**src/rtl/load_store_unit_pkg.sv**
```systemverilog
// Shared definitions for the load/store unit: funct3 width codes, FSM states
// and the access legality rule used when a request is accepted.
package load_store_unit_pkg;

  localparam logic [2:0] F3_B  = 3'b000;
  localparam logic [2:0] F3_H  = 3'b001;
  localparam logic [2:0] F3_W  = 3'b010;
  localparam logic [2:0] F3_BU = 3'b100;
  localparam logic [2:0] F3_HU = 3'b101;

  typedef enum logic [1:0] {
    IDLE = 2'd0,
    REQ  = 2'd1,
    WAIT = 2'd2,
    RESP = 2'd3
  } lsu_state_e;

  // Unsigned widths are load-only; any other code is reported as misaligned.
  function automatic logic access_ok(input logic       is_store,
                                     input logic [2:0] funct3,
                                     input logic [1:0] byte_off);
    case (funct3)
      F3_B:    access_ok = 1'b1;
      F3_H:    access_ok = ~byte_off[0];
      F3_W:    access_ok = (byte_off == 2'b00);
      F3_BU:   access_ok = ~is_store;
      F3_HU:   access_ok = ~is_store & ~byte_off[0];
      default: access_ok = 1'b0;
    endcase
  endfunction

endpackage

```
**src/rtl/load_store_unit_if.sv**
```systemverilog
// Core-side request/response and memory-bus signals of the load/store unit.
// master = the LSU itself, slave = the core/bus environment around it.
interface load_store_unit_if;
  logic        valid;
  logic        mem_write;
  logic [2:0]  funct3;
  logic [31:0] addr;
  logic [31:0] wdata;
  logic        stall;
  logic        done;
  logic [31:0] rdata;
  logic        misaligned;
  logic        bus_err;
  logic        bus_req;
  logic        bus_we;
  logic [31:0] bus_addr;
  logic [3:0]  bus_be;
  logic [31:0] bus_wdata;
  logic        bus_gnt;
  logic        bus_rvalid;
  logic [31:0] bus_rdata;

  modport master (
    input  valid, mem_write, funct3, addr, wdata, bus_gnt, bus_rvalid, bus_rdata,
    output stall, done, rdata, misaligned, bus_err,
           bus_req, bus_we, bus_addr, bus_be, bus_wdata
  );

  modport slave (
    output valid, mem_write, funct3, addr, wdata, bus_gnt, bus_rvalid, bus_rdata,
    input  stall, done, rdata, misaligned, bus_err,
           bus_req, bus_we, bus_addr, bus_be, bus_wdata
  );
endinterface

```
**src/rtl/lsu_align.sv**
```systemverilog
// Byte-lane steering: store data/byte-enable placement on the 32-bit bus and
// sign/zero extraction of load data from the returned word.
module lsu_align
  import load_store_unit_pkg::*;
(
  input  logic        i_is_store,
  input  logic [2:0]  i_funct3,
  input  logic [1:0]  i_byte_off,
  input  logic [31:0] i_wdata,
  input  logic [31:0] i_rdata_word,
  output logic [3:0]  o_be,
  output logic [31:0] o_wdata_lanes,
  output logic [31:0] o_rdata_ext
);

  logic [31:0] w_byte_sh;
  logic [31:0] w_half_sh;
  logic [7:0]  w_byte;
  logic [15:0] w_half;

  assign w_byte_sh = i_rdata_word >> {i_byte_off, 3'b000};
  assign w_half_sh = i_rdata_word >> {i_byte_off[1], 4'b0000};
  assign w_byte    = w_byte_sh[7:0];
  assign w_half    = w_half_sh[15:0];

  always_comb begin
    o_be          = 4'b1111;
    o_wdata_lanes = i_wdata;
    if (i_is_store) begin
      case (i_funct3)
        F3_B: begin
          o_be          = 4'b0001 << i_byte_off;
          o_wdata_lanes = {4{i_wdata[7:0]}};
        end
        F3_H: begin
          o_be          = 4'b0011 << {i_byte_off[1], 1'b0};
          o_wdata_lanes = {2{i_wdata[15:0]}};
        end
        default: begin
          o_be          = 4'b1111;
          o_wdata_lanes = i_wdata;
        end
      endcase
    end
  end

  always_comb begin
    o_rdata_ext = i_rdata_word;
    case (i_funct3)
      F3_B:    o_rdata_ext = {{24{w_byte[7]}}, w_byte};
      F3_H:    o_rdata_ext = {{16{w_half[15]}}, w_half};
      F3_BU:   o_rdata_ext = {24'h000000, w_byte};
      F3_HU:   o_rdata_ext = {16'h0000, w_half};
      default: o_rdata_ext = i_rdata_word;
    endcase
  end

endmodule

```
**src/rtl/load_store_unit.sv**
```systemverilog
// Single-outstanding load/store unit: sequences one core memory op onto a
// request/grant/rvalid bus with an optional response timeout.
//
// state | meaning
// IDLE  | waiting for a core request; misaligned ops go straight to RESP
// REQ   | bus_req asserted with stable address/data until bus_gnt
// WAIT  | load granted, waiting for bus_rvalid
// RESP  | one-cycle done pulse with rdata/misaligned/bus_err
module load_store_unit
  import load_store_unit_pkg::*;
#(
  parameter int BUS_TIMEOUT = 16
) (
  input  logic               clk,
  input  logic               rst,
  load_store_unit_if.master  lsu
);

  localparam int CNT_W = (BUS_TIMEOUT > 1) ? $clog2(BUS_TIMEOUT + 1) : 1;
  localparam logic [CNT_W-1:0] CNT_LAST = CNT_W'((BUS_TIMEOUT > 0) ? BUS_TIMEOUT - 1 : 0);

  lsu_state_e        r_state;
  logic [CNT_W-1:0]  r_cnt;
  logic              r_we;
  logic [2:0]        r_funct3;
  logic [31:0]       r_addr;
  logic [31:0]       r_wdata;
  logic [31:0]       r_rdata;
  logic              r_mis;
  logic              r_err;

  logic              w_tmo;
  logic              w_in_req;
  logic              w_in_resp;
  logic [3:0]        w_be;
  logic [31:0]       w_wdata_lanes;
  logic [31:0]       w_rdata_ext;

  lsu_align u_align (
    .i_is_store    (r_we),
    .i_funct3      (r_funct3),
    .i_byte_off    (r_addr[1:0]),
    .i_wdata       (r_wdata),
    .i_rdata_word  (lsu.bus_rdata),
    .o_be          (w_be),
    .o_wdata_lanes (w_wdata_lanes),
    .o_rdata_ext   (w_rdata_ext)
  );

  // The counter reads BUS_TIMEOUT-1 in the last permitted cycle, so the
  // abort lands exactly BUS_TIMEOUT cycles after the wait began.
  assign w_tmo = (BUS_TIMEOUT != 0) && (r_cnt == CNT_LAST);

  always_ff @(posedge clk or negedge rst) begin
    if (!rst) begin
      r_state  <= IDLE;
      r_cnt    <= '0;
      r_we     <= 1'b0;
      r_funct3 <= '0;
      r_addr   <= '0;
      r_wdata  <= '0;
      r_rdata  <= '0;
      r_mis    <= 1'b0;
      r_err    <= 1'b0;
    end else begin
      case (r_state)
        IDLE: begin
          r_cnt <= '0;
          if (lsu.valid) begin
            r_we     <= lsu.mem_write;
            r_funct3 <= lsu.funct3;
            r_addr   <= lsu.addr;
            r_wdata  <= lsu.wdata;
            r_rdata  <= '0;
            r_err    <= 1'b0;
            if (access_ok(lsu.mem_write, lsu.funct3, lsu.addr[1:0])) begin
              r_mis   <= 1'b0;
              r_state <= REQ;
            end else begin
              r_mis   <= 1'b1;
              r_state <= RESP;
            end
          end
        end
        REQ: begin
          if (lsu.bus_gnt) begin
            r_cnt   <= '0;
            r_state <= r_we ? RESP : WAIT;
          end else if (w_tmo) begin
            r_err   <= 1'b1;
            r_state <= RESP;
          end else begin
            r_cnt <= r_cnt + CNT_W'(1);
          end
        end
        WAIT: begin
          if (lsu.bus_rvalid) begin
            r_rdata <= w_rdata_ext;
            r_state <= RESP;
          end else if (w_tmo) begin
            r_err   <= 1'b1;
            r_state <= RESP;
          end else begin
            r_cnt <= r_cnt + CNT_W'(1);
          end
        end
        RESP: begin
          r_mis   <= 1'b0;
          r_err   <= 1'b0;
          r_rdata <= '0;
          r_state <= IDLE;
        end
        default: r_state <= IDLE;
      endcase
    end
  end

  assign w_in_req  = (r_state == REQ);
  assign w_in_resp = (r_state == RESP);

  assign lsu.bus_req   = w_in_req;
  assign lsu.bus_we    = w_in_req & r_we;
  assign lsu.bus_addr  = w_in_req ? {r_addr[31:2], 2'b00} : 32'h0;
  assign lsu.bus_be    = w_in_req ? w_be : 4'b0000;
  assign lsu.bus_wdata = (w_in_req & r_we) ? w_wdata_lanes : 32'h0;

  assign lsu.done       = w_in_resp;
  assign lsu.misaligned = w_in_resp & r_mis;
  assign lsu.bus_err    = w_in_resp & r_err;
  assign lsu.rdata      = w_in_resp ? r_rdata : 32'h0;

  // Gated by rst so a core holding valid during reset still sees stall low.
  assign lsu.stall = rst & (((r_state == IDLE) & lsu.valid) | (r_state == REQ) | (r_state == WAIT));

endmodule

```
**src/flat_wrapper.sv**
```systemverilog
// flat-port wrapper written by rule: the top's interface ports become plain ports
module load_store_unit_flat import load_store_unit_pkg::*;
#(
  parameter int BUS_TIMEOUT = 16
)
  (clk, rst, lsu_valid, lsu_mem_write, lsu_funct3, lsu_addr, lsu_wdata, lsu_bus_gnt, lsu_bus_rvalid, lsu_bus_rdata, lsu_stall, lsu_done, lsu_rdata, lsu_misaligned, lsu_bus_err, lsu_bus_req, lsu_bus_we, lsu_bus_addr, lsu_bus_be, lsu_bus_wdata);
  load_store_unit_if lsu_i ();
  input  logic clk;
  input  logic rst;
  input wire logic [$bits(lsu_i.valid)-1:0] lsu_valid;
  input wire logic [$bits(lsu_i.mem_write)-1:0] lsu_mem_write;
  input wire logic [$bits(lsu_i.funct3)-1:0] lsu_funct3;
  input wire logic [$bits(lsu_i.addr)-1:0] lsu_addr;
  input wire logic [$bits(lsu_i.wdata)-1:0] lsu_wdata;
  input wire logic [$bits(lsu_i.bus_gnt)-1:0] lsu_bus_gnt;
  input wire logic [$bits(lsu_i.bus_rvalid)-1:0] lsu_bus_rvalid;
  input wire logic [$bits(lsu_i.bus_rdata)-1:0] lsu_bus_rdata;
  output wire logic [$bits(lsu_i.stall)-1:0] lsu_stall;
  output wire logic [$bits(lsu_i.done)-1:0] lsu_done;
  output wire logic [$bits(lsu_i.rdata)-1:0] lsu_rdata;
  output wire logic [$bits(lsu_i.misaligned)-1:0] lsu_misaligned;
  output wire logic [$bits(lsu_i.bus_err)-1:0] lsu_bus_err;
  output wire logic [$bits(lsu_i.bus_req)-1:0] lsu_bus_req;
  output wire logic [$bits(lsu_i.bus_we)-1:0] lsu_bus_we;
  output wire logic [$bits(lsu_i.bus_addr)-1:0] lsu_bus_addr;
  output wire logic [$bits(lsu_i.bus_be)-1:0] lsu_bus_be;
  output wire logic [$bits(lsu_i.bus_wdata)-1:0] lsu_bus_wdata;
  assign lsu_i.valid = lsu_valid;
  assign lsu_i.mem_write = lsu_mem_write;
  assign lsu_i.funct3 = lsu_funct3;
  assign lsu_i.addr = lsu_addr;
  assign lsu_i.wdata = lsu_wdata;
  assign lsu_i.bus_gnt = lsu_bus_gnt;
  assign lsu_i.bus_rvalid = lsu_bus_rvalid;
  assign lsu_i.bus_rdata = lsu_bus_rdata;
  assign lsu_stall = lsu_i.stall;
  assign lsu_done = lsu_i.done;
  assign lsu_rdata = lsu_i.rdata;
  assign lsu_misaligned = lsu_i.misaligned;
  assign lsu_bus_err = lsu_i.bus_err;
  assign lsu_bus_req = lsu_i.bus_req;
  assign lsu_bus_we = lsu_i.bus_we;
  assign lsu_bus_addr = lsu_i.bus_addr;
  assign lsu_bus_be = lsu_i.bus_be;
  assign lsu_bus_wdata = lsu_i.bus_wdata;
  load_store_unit #(.BUS_TIMEOUT(BUS_TIMEOUT)) u_core (.clk(clk), .rst(rst), .lsu(lsu_i));
endmodule
```
**config.mk**
```make
export PLATFORM = sky130hd
export DESIGN_NAME = load_store_unit_flat
export DESIGN_NICKNAME = d
export VERILOG_FILES = /design/src/rtl/load_store_unit_pkg.sv /design/src/rtl/load_store_unit_if.sv /design/src/rtl/lsu_align.sv /design/src/rtl/load_store_unit.sv /design/src/flat_wrapper.sv
export SDC_FILE = /design/constraint.sdc
export NUM_CORES = 1
export LEC_CHECK = 0
export BUFFER_PORTS_ARGS = -buffer_cell sky130_fd_sc_hd__buf_2
export CORE_ASPECT_RATIO = 1.2
export CORE_MARGIN = 3
export CORE_UTILIZATION = 51
export CTS_CLUSTER_SIZE = 24
export DETAILED_ROUTE_END_ITERATION = 12
export PLACE_DENSITY_LB_ADDON = 0.15
export SLEW_MARGIN = 20
export SYNTH_ARGS = -nofsm -noshare
export SYNTH_HDL_FRONTEND = slang
export SYNTH_HIERARCHICAL = 1
export SYNTH_SLANG_ARGS = --single-unit
export TNS_END_PERCENT = 20
```
**constraint.sdc**
```tcl
create_clock -name clk -period 2.76 [get_ports clk]
set_clock_uncertainty 0.15 [all_clocks]
set_input_delay 0.69 -clock clk [delete_from_list [all_inputs] [get_ports clk]]
set_output_delay 0.69 -clock clk [all_outputs]
set_load 0.1 [all_outputs]
```
# Word-level counts from Yosys, hierarchy flattened
# Cells that the tools add are included.
# totals
out_inout_bits	106
in_bits	105
reg_bits	109
wordCells	85
# op_classes
muxes	34
n_shift	4
n_reduce_logical	12
n_bitwise	10
n_addsub	1
n_eq_ne	15
# ops
op	n
32-bit two-way mux	6
32-bit case mux with 4 select lines	1
32-bit case mux with 3 select lines	1
32-bit case mux with 2 select lines	1
32-bit by 5-bit right shift with 16-bit output	1
32-bit by 5-bit right shift with 8-bit output	1
5-bit two-way mux	3
5-bit case mux with 3 select lines	1
3-bit equality test, second input constant	4
2-bit two-way mux	5
1-bit two-way mux	9
4-bit two-way mux	2
2-bit inequality test, second input constant	4
2-bit case mux with 4 select lines	1
4-bit case mux with 2 select lines	1
1-bit AND	6
3-bit by 1-bit equality test with 1-bit output, second input constant	2
3-bit zero test	2
2-bit AND reduction	3
3-bit AND reduction	2
3-bit nonzero test	2
5-bit by 1-bit adder with 5-bit output, second input constant	1
5-bit by 4-bit equality test with 1-bit output, second input constant	1
1-bit case mux with 5 select lines	1
other kinds (11)	15

# Depth between registers and ports, before layout
# logic_depth
word_depth	8
depth_mapped	8
ltp_nobuf	6

# Cells and area by module
# The synthesis kept the hierarchy.
# modules_own_cells
mod	cells_each	n_inst	seq_area_each_um2	area_per_inst_um2
load_store_unit	459	1	2727.6	5132.4
lsu_align	171	1	0.0	1102.3

# Worst setup path before layout
# Ideal clock, no wire load.
# synth_timing
kind	flip-flop to output port
from	register u_core.r_state[1]
to	output lsu_stall
path_slack_ns	-1.812
t_arrival_ns	3.732
path_stages_with_launch	5
required_ns	1.920
path_cell_list	dfrtp_1 -> inv_1 -> ha_1 -> nor2_1 -> a21boi_0
# synth_lines
item	line	text
start: declaration	load_store_unit.sv:22	lsu_state_e r_state;
start signal: assignment	load_store_unit.sv:88	r_state <= r_we ? RESP : WAIT;
2-bit by 1-bit equality test with 1-bit output	--	
named net lsu_bus_req	flat_wrapper.sv:23	output wire logic [$bits(lsu_i.bus_req)-1:0] lsu_bus_req;
1-bit bitwise OR (2 in series)	load_store_unit.sv:133	assign lsu.stall = rst & (((r_state == IDLE) & lsu.valid) | (r_state == REQ) | (r_state == WAIT));
1-bit AND	load_store_unit.sv:133	
end: declaration	flat_wrapper.sv:18	output wire logic [$bits(lsu_i.stall)-1:0] lsu_stall;
# The timed path passes the listed nets, and every way through them passes these cells.

# Worst setup path after layout
# layout_timing
from	register u_core.r_funct3[1]
to	output lsu_bus_wdata[13]
# layout_via
elab_chain_cells	4
# layout_lines
item	line	text
start: declaration	load_store_unit.sv:25	logic [2:0] r_funct3;
start signal: assignment	load_store_unit.sv:71	r_funct3 <= lsu.funct3;
3-bit by 1-bit equality test with 1-bit output or 3-bit zero test (tied branches)	lsu_align.sv:30	case (i_funct3)
32-bit case mux with 2 select lines *	lsu_align.sv:30	
32-bit two-way mux *	lsu_align.sv:29	if (i_is_store) begin
named net u_core.w_wdata_lanes[13]	load_store_unit.sv:36	logic [31:0] w_wdata_lanes;
32-bit two-way mux *	load_store_unit.sv:125	assign lsu.bus_wdata = (w_in_req & r_we) ? w_wdata_lanes : 32'h0;
end: declaration	flat_wrapper.sv:27	output wire logic [$bits(lsu_i.bus_wdata)-1:0] lsu_bus_wdata;
# The timed path passes the listed nets; every way through them passes the cells marked *.

==> out/summary.txt <==
PortBufs: 208
Worst-path clk slew: 0.07 ns
Compound-Gate Fraction of Synth Area: 8.810%
Total track usage: 27.21%
Cts bufs inserted: 9
Async set-reset flop share out of synthesis: 100.0%
Clock root buffer: clkbuf_16
First-pass GRT wire length: 28.94 mm
Wire per inst: 19.01 microns
Critical Setup Path Class: reg2out
CP Buf/Inv Count: 2
Min cycle time layout: 2.862 ns
Placed cells: 959
Most used DFF post-synth: dfrtp_1
Outcome: finished with violations
Largest family of logic cells by synthesized area: simple AND/OR/NAND/NOR gates
Register Area: 0.002729 sq mm
Die ar.: 0.01359 sq mm
Area growth syn-to-layout: 50.05%
Post-DP HPWL: 12.74 mm
Synth Area in Adders: 1.405%
Vias: 5,402
Clk_lat worst skew: 0.34 ns
Synth cell types: 53
Fill cells: 728
Pin count of the biggest net entering global routing: 110
CTS Sinks: 109
EDFF count, synth: 0
Worst r2r path cells: 7
Die Span Y: 127.1 microns
R2r endpoint: u_core/r_rdata[3]
Syn_area_per_cell: 9.896 sq um
Worst Setup Slack, final: -0.1018 ns
Area share of and/or/nand/nor cells after synthesis: 22.50%
Mapped cell area: 0.006235 sq mm
Worst path cell trace: nor3b_2 > nor2b_2 > buf_6 > mux2_4 > and3_4 > buf_12
Gr ovfl total: 0
Initial antenna violation count: 0
Minimum setup slack among reg-to-reg paths: 0.68 ns
FF-to-FF Start: u_core/r_state[0]
Final setup TNS: -0.8087 ns
Area of placed instances: 0.008690 sq mm
Final Max Slew Viols: 0
Vias per cell: 5.524
Slew HR: 60.74%
Initial core utilization: 53.16%
Setup crit start: u_core/r_funct3[1]
Share of layout cells above drive strength 1: 52.01%
Crit path capture type: output port
Drt first-iter violations: 296
Seq/Total Area, Yosys: 43.75%
Period utilization: 103.7%
Max incr delay on CP: 0.39 ns
Post-synthesis xor/xnor area fraction: 0%
Vias in the first global route: 5,712
DRC Markers: 0
Initial DRT Pass Iterations: 5
Number of cells on the critical path: 6
Worst Hold Class: in2async
Multiplexer area fraction after synthesis: 18.30%
Final setup fails: 14
Final antenna diode count: 0
Startpoint class of the critical path: flop
Endpoints failing hold: 0
Routability cong.: 0.8605
Commonest non-fill, non-tap cells in the layout: dfrtp_1 (108), buf_2 (105), nand2_1 (104)
Longest Clk Path Bufs: 2
H-tree levels: 3
Die W: 106.9 microns
Failing checks: setup timing
Post-route cell area: 0.009355 sq mm
CP max stage cell: dfrtp_1
Routed wire length: 18.59 mm
Achievable Freq: 349.4 MHz
Hold Buf Count CTS: 0
Commonest non-fill, non-tap cell in the layout: dfrtp_1
Nets@finish: 928
Area of the multi-input gates: 0.003374 sq mm
Yosys warns: 6
I/O pin total: 211
Crit path max fanout: 8
Crit path arrival time: 2.02 ns
Top delay family on crit path: simple AND/OR/NAND/NOR gates
Max-Cap Viols: 0
Post-Layout Cell Count: 978
CTS tree: done
Setup repair after global routing missed its margin: yes
Worst Tran Pin Value: 0.5889 ns
Number of synthesized register bits: 109
Antenna viol nets, final: 0
Row cnt: 43
Cell count after synthesis: 630
Required @ worst endpoint: 1.92 ns
Core footprint: 0.01173 sq mm
CP endpoint: lsu_bus_wdata[13]
sequential cells by signal (all words and copies together) (netlist names):
signal / cells
u_core/r_wdata: 32
u_core/r_state: 2
u_core/r_err: 1
u_core/r_cnt: 5
u_core/r_rdata: 32
u_core/r_funct3: 3
u_core/r_we: 1
u_core/r_mis: 1
u_core/r_addr: 32
Yosys cell counts (10+ instances only):
cell type | n | share of area (%)
a21oi_1 | 14 | 1.1
and3_1 | 33 | 3.3
o21ai_0 | 37 | 3.0
mux2_2 | 90 | 16
nor2_1 | 14 | 0.84
clkbuf_1 | 21 | 1.3
buf_2 | 15 | 1.2
dfrtp_1 | 109 | 44
nand2_2 | 10 | 1.0
nand2_1 | 105 | 6.3
nand2b_1 | 10 | 1.0
buf_4 | 13 | 1.6
and2_1 | 69 | 6.9
per-stage QoR:
stage | util (%) | worst slack (ns) | hold slack [ns]
after floorplan | - | -0.1340 | 0.2444
after global placement | 74.09 | 0.1774 | 0.3037
after detailed placement | 74.09 | 0.1689 | 0.3147
after CTS | 78.61 | -0.07704 | 0.3297
after global routing | 79.76 | -0.1918 | 0.3499
final | 79.76 | -0.1018 | 0.3310
routing by layer:
metal	global-route usage [%]	vias up	part of all wire, %
met5	0	-	0
met4	12.26	0	4.0
met1	29.77	2630	36
li1	-	2495	-
met2	48.33	228	53
met3	8.186	49	7.6
logic make-up (layout without fill, tap and decap cells):
| family | after synthesis | in the layout |
|---|---|---|
| multiplexers | 101 | 101 |
| buffers and inverters | 58 | 248 |
| adder cells (fa/ha/maj) | 7 | 7 |
| AND/OR/NAND/NOR | 267 | 267 |
| AO/OA/AOI/OAI | 87 | 87 |
| flip-flops | 109 | 109 |
| other | 1 | 2 |
final cells by class:
type | count | area share (%)
well taps | 157 | 2.100
multi-input cells | 464 | 36.07
repair buffers | 228 | 29.48
clock buffers | 12 | 2.635
flip-flops and latches | 109 | 29.17
clock inverters | 4 | 0.3611
inverters | 4 | 0.1872
worst min path at each step:
stage | startpoint | endpoint | slack [ns] | depth (start not counted)
final | rst | u_core/r_rdata[9] | 0.33 | 2
after global routing | u_core/r_rdata[1] | u_core/r_rdata[1] | 0.35 | 2
after CTS | u_core/r_rdata[27] | u_core/r_rdata[27] | 0.33 | 2
after detailed placement | u_core/r_rdata[27] | u_core/r_rdata[27] | 0.31 | 2
after global placement | u_core/r_rdata[27] | u_core/r_rdata[27] | 0.30 | 2
after floorplan | rst | u_core/r_addr[0] | 0.24 | 0
repair_timing:
item | 4_1_cts | 5_1_grt
pin swaps | 1 | 1
resized for setup | 62 | 33
setup endpoints to repair | 50 | 57
setup buffers | 2 | 1
Power is not shown: default switching activity piles up to over one toggle a cycle in this logic, so the estimate is an artifact.
